### config.mk
export PLATFORM = sky130hd
export DESIGN_NAME = branch_resolve_queue_flat
export DESIGN_NICKNAME = d
export VERILOG_FILES = /design/src/rtl/branch_resolve_queue_if.sv /design/src/rtl/branch_resolve_queue.sv /design/src/flat_wrapper.sv
export SDC_FILE = /design/constraint.sdc
export NUM_CORES = 1
export LEC_CHECK = 0
export CORE_MARGIN = 3
export CORE_UTILIZATION = 27
export CTS_CLUSTER_SIZE = 40
export DETAILED_ROUTE_END_ITERATION = 8
export SYNTH_ARGS = -nofsm -noshare
export SYNTH_HDL_FRONTEND = slang
export SYNTH_SLANG_ARGS = --single-unit
### constraint.sdc
create_clock -name clk -period 8.4 [get_ports clk]
set_clock_uncertainty 0.15 [all_clocks]
set_input_delay 1.26 -clock clk [delete_from_list [all_inputs] [get_ports clk]]
set_output_delay 1.26 -clock clk [all_outputs]
set_load 0.005 [all_outputs]
### src/rtl/branch_resolve_queue_if.sv
// ---------------------------------------------------------------------------
// branch_resolve_queue_if
//   Bundles the fetch push port, the execute resolve port and the predictor
//   update / redirect outputs of branch_resolve_queue.
//   master : fetch/execute side (drives push*/res*, observes the rest)
//   slave  : the queue itself
// Signals:
//   push1/push2, pushPc*, pushPred*, pushTarget*   fetched predicted branches
//   full, count                                     occupancy status
//   res1/res2, resTaken*, resTarget*                actual outcomes, in order
//   upd*, updTaken*, updPc*, updTarget*             predictor update port
//   flush, redirectPC                               mispredict recovery
// ---------------------------------------------------------------------------
interface branch_resolve_queue_if #(
    parameter int DEPTH = 8,
    parameter int PC_W  = 9
);
    localparam int CNT_W = $clog2(DEPTH) + 1;

    logic              push1;
    logic              push2;
    logic [PC_W-1:0]   pushPc1;
    logic [PC_W-1:0]   pushPc2;
    logic              pushPred1;
    logic              pushPred2;
    logic [PC_W-1:0]   pushTarget1;
    logic [PC_W-1:0]   pushTarget2;
    logic              full;
    logic [CNT_W-1:0]  count;

    logic              res1;
    logic              res2;
    logic              resTaken1;
    logic              resTaken2;
    logic [PC_W-1:0]   resTarget1;
    logic [PC_W-1:0]   resTarget2;

    logic              upd1;
    logic              upd2;
    logic              updTaken1;
    logic              updTaken2;
    logic [PC_W-1:0]   updPc1;
    logic [PC_W-1:0]   updPc2;
    logic [PC_W-1:0]   updTarget1;
    logic [PC_W-1:0]   updTarget2;
    logic              flush;
    logic [PC_W-1:0]   redirectPC;

    modport master (
        output push1, push2, pushPc1, pushPc2, pushPred1, pushPred2,
               pushTarget1, pushTarget2,
               res1, res2, resTaken1, resTaken2, resTarget1, resTarget2,
        input  full, count,
               upd1, upd2, updTaken1, updTaken2, updPc1, updPc2,
               updTarget1, updTarget2, flush, redirectPC
    );

    modport slave (
        input  push1, push2, pushPc1, pushPc2, pushPred1, pushPred2,
               pushTarget1, pushTarget2,
               res1, res2, resTaken1, resTaken2, resTarget1, resTarget2,
        output full, count,
               upd1, upd2, updTaken1, updTaken2, updPc1, updPc2,
               updTarget1, updTarget2, flush, redirectPC
    );
endinterface

### src/rtl/branch_resolve_queue.sv
// ---------------------------------------------------------------------------
// branch_resolve_queue
//   In-order queue of predicted branches. Fetch pushes up to two predictions
//   per cycle; execute resolves up to two per cycle in the same order. Each
//   resolved entry is compared with its prediction, the predictor is updated,
//   and a mispredict clears the queue and pulses flush with the correct PC.
// Ports:
//   clk    clock
//   reset  synchronous, active-high reset
//   brq    branch_resolve_queue_if.slave (push, resolve, update, redirect)
//   statResolved / statMispred (16 bit, saturating) exist only when the
//   macro BRQ_STATS_EN is defined.
// Parameters:
//   DEPTH  in-flight entries, power of two, >= 4
//   PC_W   program-counter width
// ---------------------------------------------------------------------------
module branch_resolve_queue #(
    parameter int DEPTH = 8,
    parameter int PC_W  = 9
) (
    input  logic                   clk,
    input  logic                   reset,
    branch_resolve_queue_if.slave  brq
`ifdef BRQ_STATS_EN
    ,
    output logic [15:0]            statResolved,
    output logic [15:0]            statMispred
`endif
);
    localparam int PTR_W = $clog2(DEPTH);
    localparam int CNT_W = PTR_W + 1;

    typedef struct packed {
        logic [PC_W-1:0] pc;
        logic            pred;
        logic [PC_W-1:0] target;
    } entry_t;

    logic [PTR_W-1:0] head_reg, head_next;
    logic [PTR_W-1:0] tail_reg, tail_next;
    logic [CNT_W-1:0] count_reg, count_next;
    logic [PTR_W-1:0] head_p1, tail_p1;

    entry_t slot_w [DEPTH];
    entry_t ent1, ent2, push_ent1, push_ent2;

    logic full_w;
    logic push_ok, push_two;
    logic do1, do2, do2_keep;
    logic mis1, mis2, mis_any;
    logic wr1, wr2;
    logic [1:0] n_push, n_pop;

    logic            upd1_reg, upd2_reg;
    logic            upd_taken1_reg, upd_taken2_reg;
    logic [PC_W-1:0] upd_pc1_reg, upd_pc2_reg;
    logic [PC_W-1:0] upd_target1_reg, upd_target2_reg;
    logic            flush_reg;
    logic [PC_W-1:0] redirect_pc_reg;

    function automatic logic mispredicts(input entry_t e, input logic taken,
                                         input logic [PC_W-1:0] tgt);
        return (e.pred != taken) || (taken && e.pred && (e.target != tgt));
    endfunction

    assign head_p1 = head_reg + PTR_W'(1);
    assign tail_p1 = tail_reg + PTR_W'(1);

    // Fewer than two free slots: a push cycle may carry two entries, so the
    // whole cycle is refused rather than partially accepted.
    assign full_w = count_reg > CNT_W'(DEPTH - 2);

    assign push_ok  = brq.push1 && !full_w;
    assign push_two = push_ok && brq.push2;

    // Resolves only consume entries that were present at the start of the cycle.
    assign do1 = brq.res1 && (count_reg != '0);
    assign do2 = brq.res1 && brq.res2 && (count_reg > CNT_W'(1));

    assign ent1 = slot_w[head_reg];
    assign ent2 = slot_w[head_p1];

    assign mis1     = do1 && mispredicts(ent1, brq.resTaken1, brq.resTarget1);
    // A mispredict on the older branch makes the younger one wrong-path.
    assign do2_keep = do2 && !mis1;
    assign mis2     = do2_keep && mispredicts(ent2, brq.resTaken2, brq.resTarget2);
    assign mis_any  = mis1 || mis2;

    assign push_ent1 = '{pc: brq.pushPc1, pred: brq.pushPred1, target: brq.pushTarget1};
    assign push_ent2 = '{pc: brq.pushPc2, pred: brq.pushPred2, target: brq.pushTarget2};

    assign wr1 = push_ok && !mis_any;
    assign wr2 = push_two && !mis_any;

    // Per-slot storage; write port 1 lands on tail, port 2 on tail+1.
    genvar gi;
    generate
        for (gi = 0; gi < DEPTH; gi++) begin : g_slot
            entry_t slot_reg;
            always_ff @(posedge clk) begin
                if (wr1 && (tail_reg == PTR_W'(gi))) begin
                    slot_reg <= push_ent1;
                end else if (wr2 && (tail_p1 == PTR_W'(gi))) begin
                    slot_reg <= push_ent2;
                end
            end
            assign slot_w[gi] = slot_reg;
        end
    endgenerate

    always_comb begin
        n_push     = 2'd0;
        n_pop      = 2'd0;
        head_next  = head_reg;
        tail_next  = tail_reg;
        count_next = count_reg;
        if (push_two) begin
            n_push = 2'd2;
        end else if (push_ok) begin
            n_push = 2'd1;
        end
        if (do2) begin
            n_pop = 2'd2;
        end else if (do1) begin
            n_pop = 2'd1;
        end
        if (mis_any) begin
            // Everything younger than the mispredict is wrong-path: drop it all.
            head_next  = tail_reg;
            count_next = '0;
        end else begin
            head_next  = head_reg + PTR_W'(n_pop);
            tail_next  = tail_reg + PTR_W'(n_push);
            count_next = count_reg + CNT_W'(n_push) - CNT_W'(n_pop);
        end
    end

    always_ff @(posedge clk) begin
        if (reset) begin
            head_reg        <= '0;
            tail_reg        <= '0;
            count_reg       <= '0;
            upd1_reg        <= 1'b0;
            upd2_reg        <= 1'b0;
            upd_taken1_reg  <= 1'b0;
            upd_taken2_reg  <= 1'b0;
            upd_pc1_reg     <= '0;
            upd_pc2_reg     <= '0;
            upd_target1_reg <= '0;
            upd_target2_reg <= '0;
            flush_reg       <= 1'b0;
            redirect_pc_reg <= '0;
        end else begin
            head_reg  <= head_next;
            tail_reg  <= tail_next;
            count_reg <= count_next;
            upd1_reg  <= do1;
            upd2_reg  <= do2_keep;
            flush_reg <= mis_any;
            if (do1) begin
                upd_pc1_reg     <= ent1.pc;
                upd_taken1_reg  <= brq.resTaken1;
                upd_target1_reg <= brq.resTarget1;
            end
            if (do2_keep) begin
                upd_pc2_reg     <= ent2.pc;
                upd_taken2_reg  <= brq.resTaken2;
                upd_target2_reg <= brq.resTarget2;
            end
            // Fall-through PC wraps naturally at PC_W bits.
            if (mis1) begin
                redirect_pc_reg <= brq.resTaken1 ? brq.resTarget1 : ent1.pc + PC_W'(1);
            end else if (mis2) begin
                redirect_pc_reg <= brq.resTaken2 ? brq.resTarget2 : ent2.pc + PC_W'(1);
            end
        end
    end

    assign brq.full       = full_w;
    assign brq.count      = count_reg;
    assign brq.upd1       = upd1_reg;
    assign brq.upd2       = upd2_reg;
    assign brq.updTaken1  = upd_taken1_reg;
    assign brq.updTaken2  = upd_taken2_reg;
    assign brq.updPc1     = upd_pc1_reg;
    assign brq.updPc2     = upd_pc2_reg;
    assign brq.updTarget1 = upd_target1_reg;
    assign brq.updTarget2 = upd_target2_reg;
    assign brq.flush      = flush_reg;
    assign brq.redirectPC = redirect_pc_reg;

`ifdef BRQ_STATS_EN
    logic [15:0] stat_resolved_reg, stat_mispred_reg;
    logic [1:0]  n_resolved;
    logic [16:0] resolved_sum;

    assign n_resolved   = {1'b0, do1} + {1'b0, do2_keep};
    assign resolved_sum = {1'b0, stat_resolved_reg} + 17'(n_resolved);

    always_ff @(posedge clk) begin
        if (reset) begin
            stat_resolved_reg <= '0;
            stat_mispred_reg  <= '0;
        end else begin
            stat_resolved_reg <= resolved_sum[16] ? 16'hFFFF : resolved_sum[15:0];
            if (mis_any && (stat_mispred_reg != 16'hFFFF)) begin
                stat_mispred_reg <= stat_mispred_reg + 16'd1;
            end
        end
    end

    assign statResolved = stat_resolved_reg;
    assign statMispred  = stat_mispred_reg;
`endif
endmodule

### src/flat_wrapper.sv
// flat-port wrapper written by rule: the top's interface ports become plain ports
module branch_resolve_queue_flat 
#(
    parameter int DEPTH = 8,
    parameter int PC_W  = 9
)
  (clk, reset, brq_push1, brq_push2, brq_pushPc1, brq_pushPc2, brq_pushPred1, brq_pushPred2, brq_pushTarget1, brq_pushTarget2, brq_res1, brq_res2, brq_resTaken1, brq_resTaken2, brq_resTarget1, brq_resTarget2, brq_full, brq_count, brq_upd1, brq_upd2, brq_updTaken1, brq_updTaken2, brq_updPc1, brq_updPc2, brq_updTarget1, brq_updTarget2, brq_flush, brq_redirectPC);
  branch_resolve_queue_if #(.DEPTH(DEPTH), .PC_W(PC_W)) brq_i ();
  input  logic clk;
  input  logic reset;
  input wire logic [$bits(brq_i.push1)-1:0] brq_push1;
  input wire logic [$bits(brq_i.push2)-1:0] brq_push2;
  input wire logic [$bits(brq_i.pushPc1)-1:0] brq_pushPc1;
  input wire logic [$bits(brq_i.pushPc2)-1:0] brq_pushPc2;
  input wire logic [$bits(brq_i.pushPred1)-1:0] brq_pushPred1;
  input wire logic [$bits(brq_i.pushPred2)-1:0] brq_pushPred2;
  input wire logic [$bits(brq_i.pushTarget1)-1:0] brq_pushTarget1;
  input wire logic [$bits(brq_i.pushTarget2)-1:0] brq_pushTarget2;
  input wire logic [$bits(brq_i.res1)-1:0] brq_res1;
  input wire logic [$bits(brq_i.res2)-1:0] brq_res2;
  input wire logic [$bits(brq_i.resTaken1)-1:0] brq_resTaken1;
  input wire logic [$bits(brq_i.resTaken2)-1:0] brq_resTaken2;
  input wire logic [$bits(brq_i.resTarget1)-1:0] brq_resTarget1;
  input wire logic [$bits(brq_i.resTarget2)-1:0] brq_resTarget2;
  output wire logic [$bits(brq_i.full)-1:0] brq_full;
  output wire logic [$bits(brq_i.count)-1:0] brq_count;
  output wire logic [$bits(brq_i.upd1)-1:0] brq_upd1;
  output wire logic [$bits(brq_i.upd2)-1:0] brq_upd2;
  output wire logic [$bits(brq_i.updTaken1)-1:0] brq_updTaken1;
  output wire logic [$bits(brq_i.updTaken2)-1:0] brq_updTaken2;
  output wire logic [$bits(brq_i.updPc1)-1:0] brq_updPc1;
  output wire logic [$bits(brq_i.updPc2)-1:0] brq_updPc2;
  output wire logic [$bits(brq_i.updTarget1)-1:0] brq_updTarget1;
  output wire logic [$bits(brq_i.updTarget2)-1:0] brq_updTarget2;
  output wire logic [$bits(brq_i.flush)-1:0] brq_flush;
  output wire logic [$bits(brq_i.redirectPC)-1:0] brq_redirectPC;
  assign brq_i.push1 = brq_push1;
  assign brq_i.push2 = brq_push2;
  assign brq_i.pushPc1 = brq_pushPc1;
  assign brq_i.pushPc2 = brq_pushPc2;
  assign brq_i.pushPred1 = brq_pushPred1;
  assign brq_i.pushPred2 = brq_pushPred2;
  assign brq_i.pushTarget1 = brq_pushTarget1;
  assign brq_i.pushTarget2 = brq_pushTarget2;
  assign brq_i.res1 = brq_res1;
  assign brq_i.res2 = brq_res2;
  assign brq_i.resTaken1 = brq_resTaken1;
  assign brq_i.resTaken2 = brq_resTaken2;
  assign brq_i.resTarget1 = brq_resTarget1;
  assign brq_i.resTarget2 = brq_resTarget2;
  assign brq_full = brq_i.full;
  assign brq_count = brq_i.count;
  assign brq_upd1 = brq_i.upd1;
  assign brq_upd2 = brq_i.upd2;
  assign brq_updTaken1 = brq_i.updTaken1;
  assign brq_updTaken2 = brq_i.updTaken2;
  assign brq_updPc1 = brq_i.updPc1;
  assign brq_updPc2 = brq_i.updPc2;
  assign brq_updTarget1 = brq_i.updTarget1;
  assign brq_updTarget2 = brq_i.updTarget2;
  assign brq_flush = brq_i.flush;
  assign brq_redirectPC = brq_i.redirectPC;
  branch_resolve_queue #(.DEPTH(DEPTH), .PC_W(PC_W)) u_core (.clk(clk), .reset(reset), .brq(brq_i));
endmodule
==> qor.csv, run 1 <==
metric,value,unit
first-pass GRT wire length,55700,um
total gr overflow,0,
clk sinks,212,
Initial DRC Count,734,
Critical Path Source Type,register,
Pins Over Slew Limit,0,
synthesis-to-layout area growth,20.2,%
post_cts resized,0,
Pint,2.87,mW
Post-synth EDFFs,152,
Worst R2R Setup Slack,1.94,ns
crit end category,register,
Syn Std Cell Area,0.0123,mm^2
CTS buffer count,24,
IO Port Bufs,118,
Clock Tree Buf Depth,3,
Total GRT Usage,0.154,
Max Clk Rate,0.155,GHz
Starting Density,0.276,
Unique masters post-synth,64,
utilization after layout,0.332,
share of cells above drive strength 1,0.268,
Met2 Routed Length,16800,um
post-CTS setup buffer count,0,
Tmin final,6.46,ns
Peak VDD IR,0.156,mV
Hold Crit Start,u_core.brq.updTarget1[0]$_SDFFE_PP0P_,
Leak,4.77,nW
CTS tree,built,
Die Area,0.0482,mm^2
worst endpoint data arrival time,6.44,ns
Hold Path Stages,2,
Tcrit/Tclk final,0.769,
combinational share of power,0.463,
initial antenna violation count,2,
R2R cell count,11,
floorplan row count,77,
Synth Register Bits,212,
critical path class,reg2reg,
pwr dens,311,mW/mm^2
Yosys warning count,0,
syn_nets,1018,
Most Frequent Cell on Critical Path,nand2_1,
vias in the first global route,8589,
"slowest stage cell, crit path",a41o_1,
MaxCap Viol Count,0,
CP max FO,70,
# nets final,1122,
asr flop ratio synth,0,
Core Area,0.0446,mm^2
wire length per cell,22.8,um
Buf/Inv on CP,0,
first drt pass iteration count,5,
Final setup viols,0,
final hold violations,0,
Hold Buf Count CTS,0,
type of the most critical hold path,reg2reg,
clock share of power,0.210,
unrepaired setup endpoints after global routing,no,
clock-pin slew on the worst setup and hold paths,0.06,ns
Sw Ratio,0.376,
die height,220,um
worst rel slew slack,0.140,
most common flop cell mapped by yosys,edfxtp_1,
via count,8428,
GPL Wtd Cong,0.844,
Net Sw Power,1.73,mW
Die W,220,um
Largest register FFs,152,
drt via density,5.12,
# diodes,0,
crit-path leading delay family,compound AO/OA/AOI/OAI gates,
post-synthesis sequential area ratio,0.468,
Residual DRC,0,
max incr delay on CP,1.14,ns
CP required,8.38,ns
Post-Route Setup TNS,0,ns
CTS Root Cell,clkbuf_16,
htree depth,1,
# IOs,119,
Post-DP HPWL,26400,um
WL met1,15900,um
Seq pwr share,0.327,
Routed met3 length,3350,um
ANT nets after route,0,
CP Depth,11,
clk_lat worst skew,0.53,ns
crit path cell chain,ha_2 > mux4_2 > nand2_1 > nand2_1 > ha_1 > nor2b_1 > mux2i_1 > a2111oi_4 > a21oi_4 > nor3_1 > a41o_1,
Worst setup startpoint,u_core.head_reg[0]$_SDFF_PP0_,
final WL,37500,um
maximum number of pins on one net before global-route repair,71,
Cells after Synth,935,
synthesized area per cell,13.2,um^2
outcome,completed,
Tightest Pin Transition,1.29,ns
Top Metal Used,met5,
FF-to-FF Start,u_core.head_reg[0]$_SDFF_PP0_,
==> final cells by class <==
cell class              instances  area, um^2
well taps                     592         741
multi-input cells             638        6170
flip-flops and latches        212        5770
inverters                      25        93.8
repair buffers                138        1330
clock buffers                  32         631
clock inverters                 8        73.8
fillers                      4405       29800
==> power by group through the flow <==
| stage | Clock, mW | Sequential [mW] | Combinational [mW] |
|---|---|---|---|
| 2_1_floorplan | 0 | 1.42 | 1.52 |
| 3_3_place_gp | 0 | 1.52 | 2.09 |
| 3_5_place_dp | 0 | 1.53 | 2.13 |
| 4_1_cts | 0.987 | 1.51 | 2.14 |
| 5_1_grt | 1.03 | 1.53 | 2.30 |
| 6_report | 0.966 | 1.51 | 2.13 |
==> layout by cell type, fill, tap and decap left out, types with 7 or more instances in the layout <==
| cell type | count |
|---|---|
| ha_1 | 14 |
| nor2_1 | 56 |
| a21oi_1 | 25 |
| mux2i_1 | 84 |
| edfxtp_1 | 152 |
| nor3_1 | 8 |
| a211oi_1 | 21 |
| a311oi_1 | 7 |
| clkbuf_16 | 24 |
| xnor2_1 | 14 |
| clkdlybuf4s50_1 | 117 |
| buf_4 | 20 |
| clkbuf_1 | 8 |
| mux4_2 | 56 |
| nor2b_1 | 8 |
| nand2_1 | 56 |
| o21ai_0 | 18 |
| nand3_1 | 9 |
| mux2_2 | 153 |
| xor2_1 | 13 |
| inv_1 | 23 |
| dfxtp_1 | 58 |
==> worst min-delay path, delay by kind of cell, from the launching register on <==
kind / cells / cell delay (ns)
DFF: 1 / 0.30
and+or+nand+nor: 1 / 0.05
AOI/OAI and AO/OA: 1 / 0.05
==> synthesized netlist by cell type (10+ instances only) <==
master | n | area [um^2]
a211oi_1 | 21 | 158
a21oi_1 | 26 | 130
buf_2 | 16 | 80.1
buf_4 | 19 | 143
clkbuf_1 | 19 | 71.3
dfxtp_1 | 60 | 1200
edfxtp_1 | 152 | 4560
ha_1 | 15 | 188
inv_1 | 23 | 86.3
mux2_2 | 153 | 1720
mux2i_1 | 84 | 841
mux4_2 | 56 | 1260
nand2_1 | 56 | 210
nor2_1 | 56 | 210
nor3_1 | 10 | 50.1
o21ai_0 | 18 | 90.1
xnor2_1 | 14 | 123
xor2_1 | 13 | 114
==> per-stage QoR <==
step                total power, mW  setup WS [ns]  std cells  cell area [um^2]  hold slack [ns]
finish                         4.60           1.94       1645             14800            0.304
global route                   4.86           1.50       1645             14800            0.319
CTS                            4.63           1.92       1645             14800            0.306
detailed placement             3.66           1.95       1605             14100            0.298
global placement               3.62           2.11       1605             14100            0.293
floorplan                      2.94           2.89        935             12300            0.303
==> logic make-up after synthesis <==
family                   count (synthesis)  synth area share
AO/OA/AOI/OAI                          113            0.0644
XOR/XNOR                                29            0.0218
adder cells (fa/ha/maj)                 19            0.0217
buffers and inverters                   85            0.0370
flip-flops                             212             0.468
multiplexers                           299             0.316
AND/OR/NAND/NOR                        178            0.0714
==> layer usage <==
metal | up-vias | track usage
met1 | 4208 | 0.201
met2 | 313 | 0.242
met3 | 78 | 0.0433
met4 | 4 | 0.0605
met5 | - | 0
li1 | 3825 | -
==> worst paths after layout <==
path | end
setup / recovery | u_core.g_slot[0].slot_reg[5]$_DFFE_PP_
hold reg to reg | u_core.brq.updTarget1[0]$_SDFFE_PP0P_
hold / removal | u_core.brq.updTarget1[0]$_SDFFE_PP0P_
setup reg to reg | u_core.g_slot[0].slot_reg[5]$_DFFE_PP_
No activity file was read; power rests on OpenSTA's default activity.
==> inputs of run 2 (changes only) <==
- clock period: 8.4 -> 5.8 ns (I/O delays scaled with it)
==> qor.csv, run 2 (synthesis gave the netlist of run 1 again) <==
metric,value,unit,change
outcome,completed,,
via count,8400,,-0.33%
total gr overflow,0,,unchanged
MaxCap Viol Count,0,,unchanged
combined area of the multi-input logic cells,0.00617,mm^2,unchanged
Worst R2R Setup Slack,0.66,ns,-1.28 ns
pwr dens,451,mW/mm^2,+45%
# nets final,1133,,+0.98%
Crit Reg-Reg Endpoint,u_core.g_slot[0].slot_reg[3]$_DFFE_PP_,,
final hold violations,0,,unchanged
die height,220,um,unchanged
hold path endpoint,u_core.brq.updTarget1[0]$_SDFFE_PP0P_,,
final WL,37100,um,-1.1%
unrepaired setup endpoints after global routing,no,,
wire length per cell,22.4,um,-2.0%
type of the most critical hold path,reg2reg,,
CTS buffer count,24,,unchanged
ANT nets after route,0,,unchanged
Leak,4.87,nW,+2.3%
crit end category,register,,
FF-to-FF Start,u_core.head_reg[0]$_SDFF_PP0_,,
worst rel slew slack,0.253,,+0.113
max incr delay on CP,1.02,ns,-0.12 ns
first-pass GRT wire length,55400,um,-0.71%
Starting Density,0.276,,unchanged
Peak VDD IR,0.273,mV,+75%
Hold Crit Start,u_core.brq.updTarget1[0]$_SDFFE_PP0P_,,
grt peak-use layer,met2,,
htree depth,1,,unchanged
Net Sw Power,2.49,mW,+44%
Largest register FFs,152,,unchanged
Die Area,0.0482,mm^2,unchanged
Clock Tree Buf Depth,3,,unchanged
maximum number of pins on one net before global-route repair,64,,-9.9%
post_cts resized,0,,unchanged
Pins Over Slew Limit,0,,unchanged
R2R cell count,8,,-3
combinational share of power,0.472,,+0.009
Global Route met3 Usage,0.0273,,-0.0160
initial antenna violation count,0,,-2
Seq pwr share,0.310,,-0.017
synthesis-to-layout area growth,21.6,%,
"slowest stage cell, crit path",a41o_1,,
Hold Buf Count CTS,0,,unchanged
Total GRT Usage,0.152,,-0.00219
# diodes,0,,unchanged
clk sinks,212,,unchanged
floorplan row count,77,,unchanged
CTS Root Cell,clkbuf_16,,
# IOs,119,,unchanged
register area,0.00577,mm^2,unchanged
Die W,220,um,unchanged
Tightest Pin Transition,1.12,ns,-0.170 ns
clock-pin slew on the worst setup and hold paths,0.07,ns,about the same
Post-DP HPWL,26600,um,+0.51%
Final setup viols,0,,unchanged
Initial DRC Count,645,,-12%
Tcrit/Tclk final,0.886,,+0.117
vias in the first global route,8408,,-2.1%
utilization after layout,0.336,,+0.00395
critical path class,reg2reg,,
Post-Route Setup TNS,0,ns,unchanged
Residual DRC,0,,unchanged
share of cells above drive strength 1,0.282,,+0.0140
clk_lat worst skew,0.53,ns,about the same
CP required,5.78,ns,-2.60 ns
first drt pass iteration count,5,,unchanged
drt via density,5.06,,-1.2%
most frequent cells in the layout,"153 x mux2_2, 152 x edfxtp_1, 117 x clkdlybuf4s50_1, 84 x mux2i_1, 58 x dfxtp_1",,
crit path cell chain,ha_2 > buf_12 > mux4_2 > a221o_1 > a2111oi_4 > a21oi_4 > nor3_1 > a41o_1,,
GPL Wtd Cong,0.855,,+1.3%
clock share of power,0.218,,+0.008
CP max FO,28,,-60%
Core Area,0.0446,mm^2,unchanged
M1 GR Usage,0.209,,+0.00834
post-CTS setup buffer count,0,,unchanged
Sw Ratio,0.368,,-0.00802
Pint,4.27,mW,+49%
Max Clk Rate,0.195,GHz,+26%
Hold Path Stages,2,,unchanged
"commonest non-fill, non-tap cell in the layout",mux2_2,,
IO Port Bufs,118,,unchanged
CTS tree,built,,
worst endpoint data arrival time,5.12,ns,-1.32 ns
FILL cells,4306,,-2.2%
Critical Path Source Type,register,,
met2 Use GR,0.241,,about the same
Tmin final,5.14,ns,-1.32 ns
run 2: cell types whose count changed in the layout (fill, tap and decap cells not counted), sizes merged:
cell / delta
buf: +11
bufinv: +1
clkbuf: +1
clkinv: +2
clkinvlp: -1
inv: +1
run 2: stage by stage:
stage          std cells  setup slack (ns)  hold slack (ns)  power (mW)  area, um^2
2_1_floorplan        935             0.286            0.303        4.26       12300
3_3_place_gp        1616             0.854            0.291        5.26       14200
3_5_place_dp        1616             0.733            0.295        5.32       14200
4_1_cts             1660             0.688            0.303        6.80       15000
5_1_grt             1660             0.398            0.328        7.14       15000
6_report            1660             0.660            0.299        6.76       15000
run 2: power by group through the flow:
stage	clock, mW	sequential [mW]	combinational (mW)
2_1_floorplan	0	2.06	2.20
3_3_place_gp	0	2.11	3.15
3_5_place_dp	0	2.12	3.19
4_1_cts	1.51	2.09	3.20
5_1_grt	1.57	2.12	3.45
6_report	1.48	2.09	3.19
run 2: worst max-delay path, delay by kind of cell, from the launching register on:
kind	cells	cell delay (ns)
AOI/OAI and AO/OA	4	2.04
adders and majority gates	1	0.77
muxes	1	0.54
and+or+nand+nor	1	0.52
DFF	1	0.38
buffers and inverters	1	0.30
run 2: worst max-delay path by stage:
stage                                       start                                 endpoint  slack [ns]
floorplan           u_core.head_reg[0]$_SDFF_PP0_   u_core.g_slot[3].slot_reg[0]$_DFFE_PP_        0.29
global placement    u_core.head_reg[0]$_SDFF_PP0_  u_core.g_slot[1].slot_reg[16]$_DFFE_PP_        0.85
detailed placement  u_core.head_reg[0]$_SDFF_PP0_   u_core.g_slot[0].slot_reg[7]$_DFFE_PP_        0.73
CTS                 u_core.head_reg[0]$_SDFF_PP0_   u_core.g_slot[0].slot_reg[3]$_DFFE_PP_        0.69
global route        u_core.head_reg[0]$_SDFF_PP0_   u_core.g_slot[0].slot_reg[3]$_DFFE_PP_        0.40
finish              u_core.head_reg[0]$_SDFF_PP0_   u_core.g_slot[0].slot_reg[3]$_DFFE_PP_        0.66
run 2: per-layer routing:
layer / part of all wire / vias to the layer above
li1: - / 3856
met2: 0.46 / 277
met4: 0.029 / 0
met3: 0.065 / 56
met1: 0.45 / 4211
met5: 0 / -
run 2: cell type report:
type	count	share of cell area
well taps	592	0.0494
repair buffers	149	0.0965
multi-input cells	638	0.412
flip-flops and latches	212	0.385
inverters	25	0.00626
clock inverters	11	0.00768
clock buffers	33	0.0431
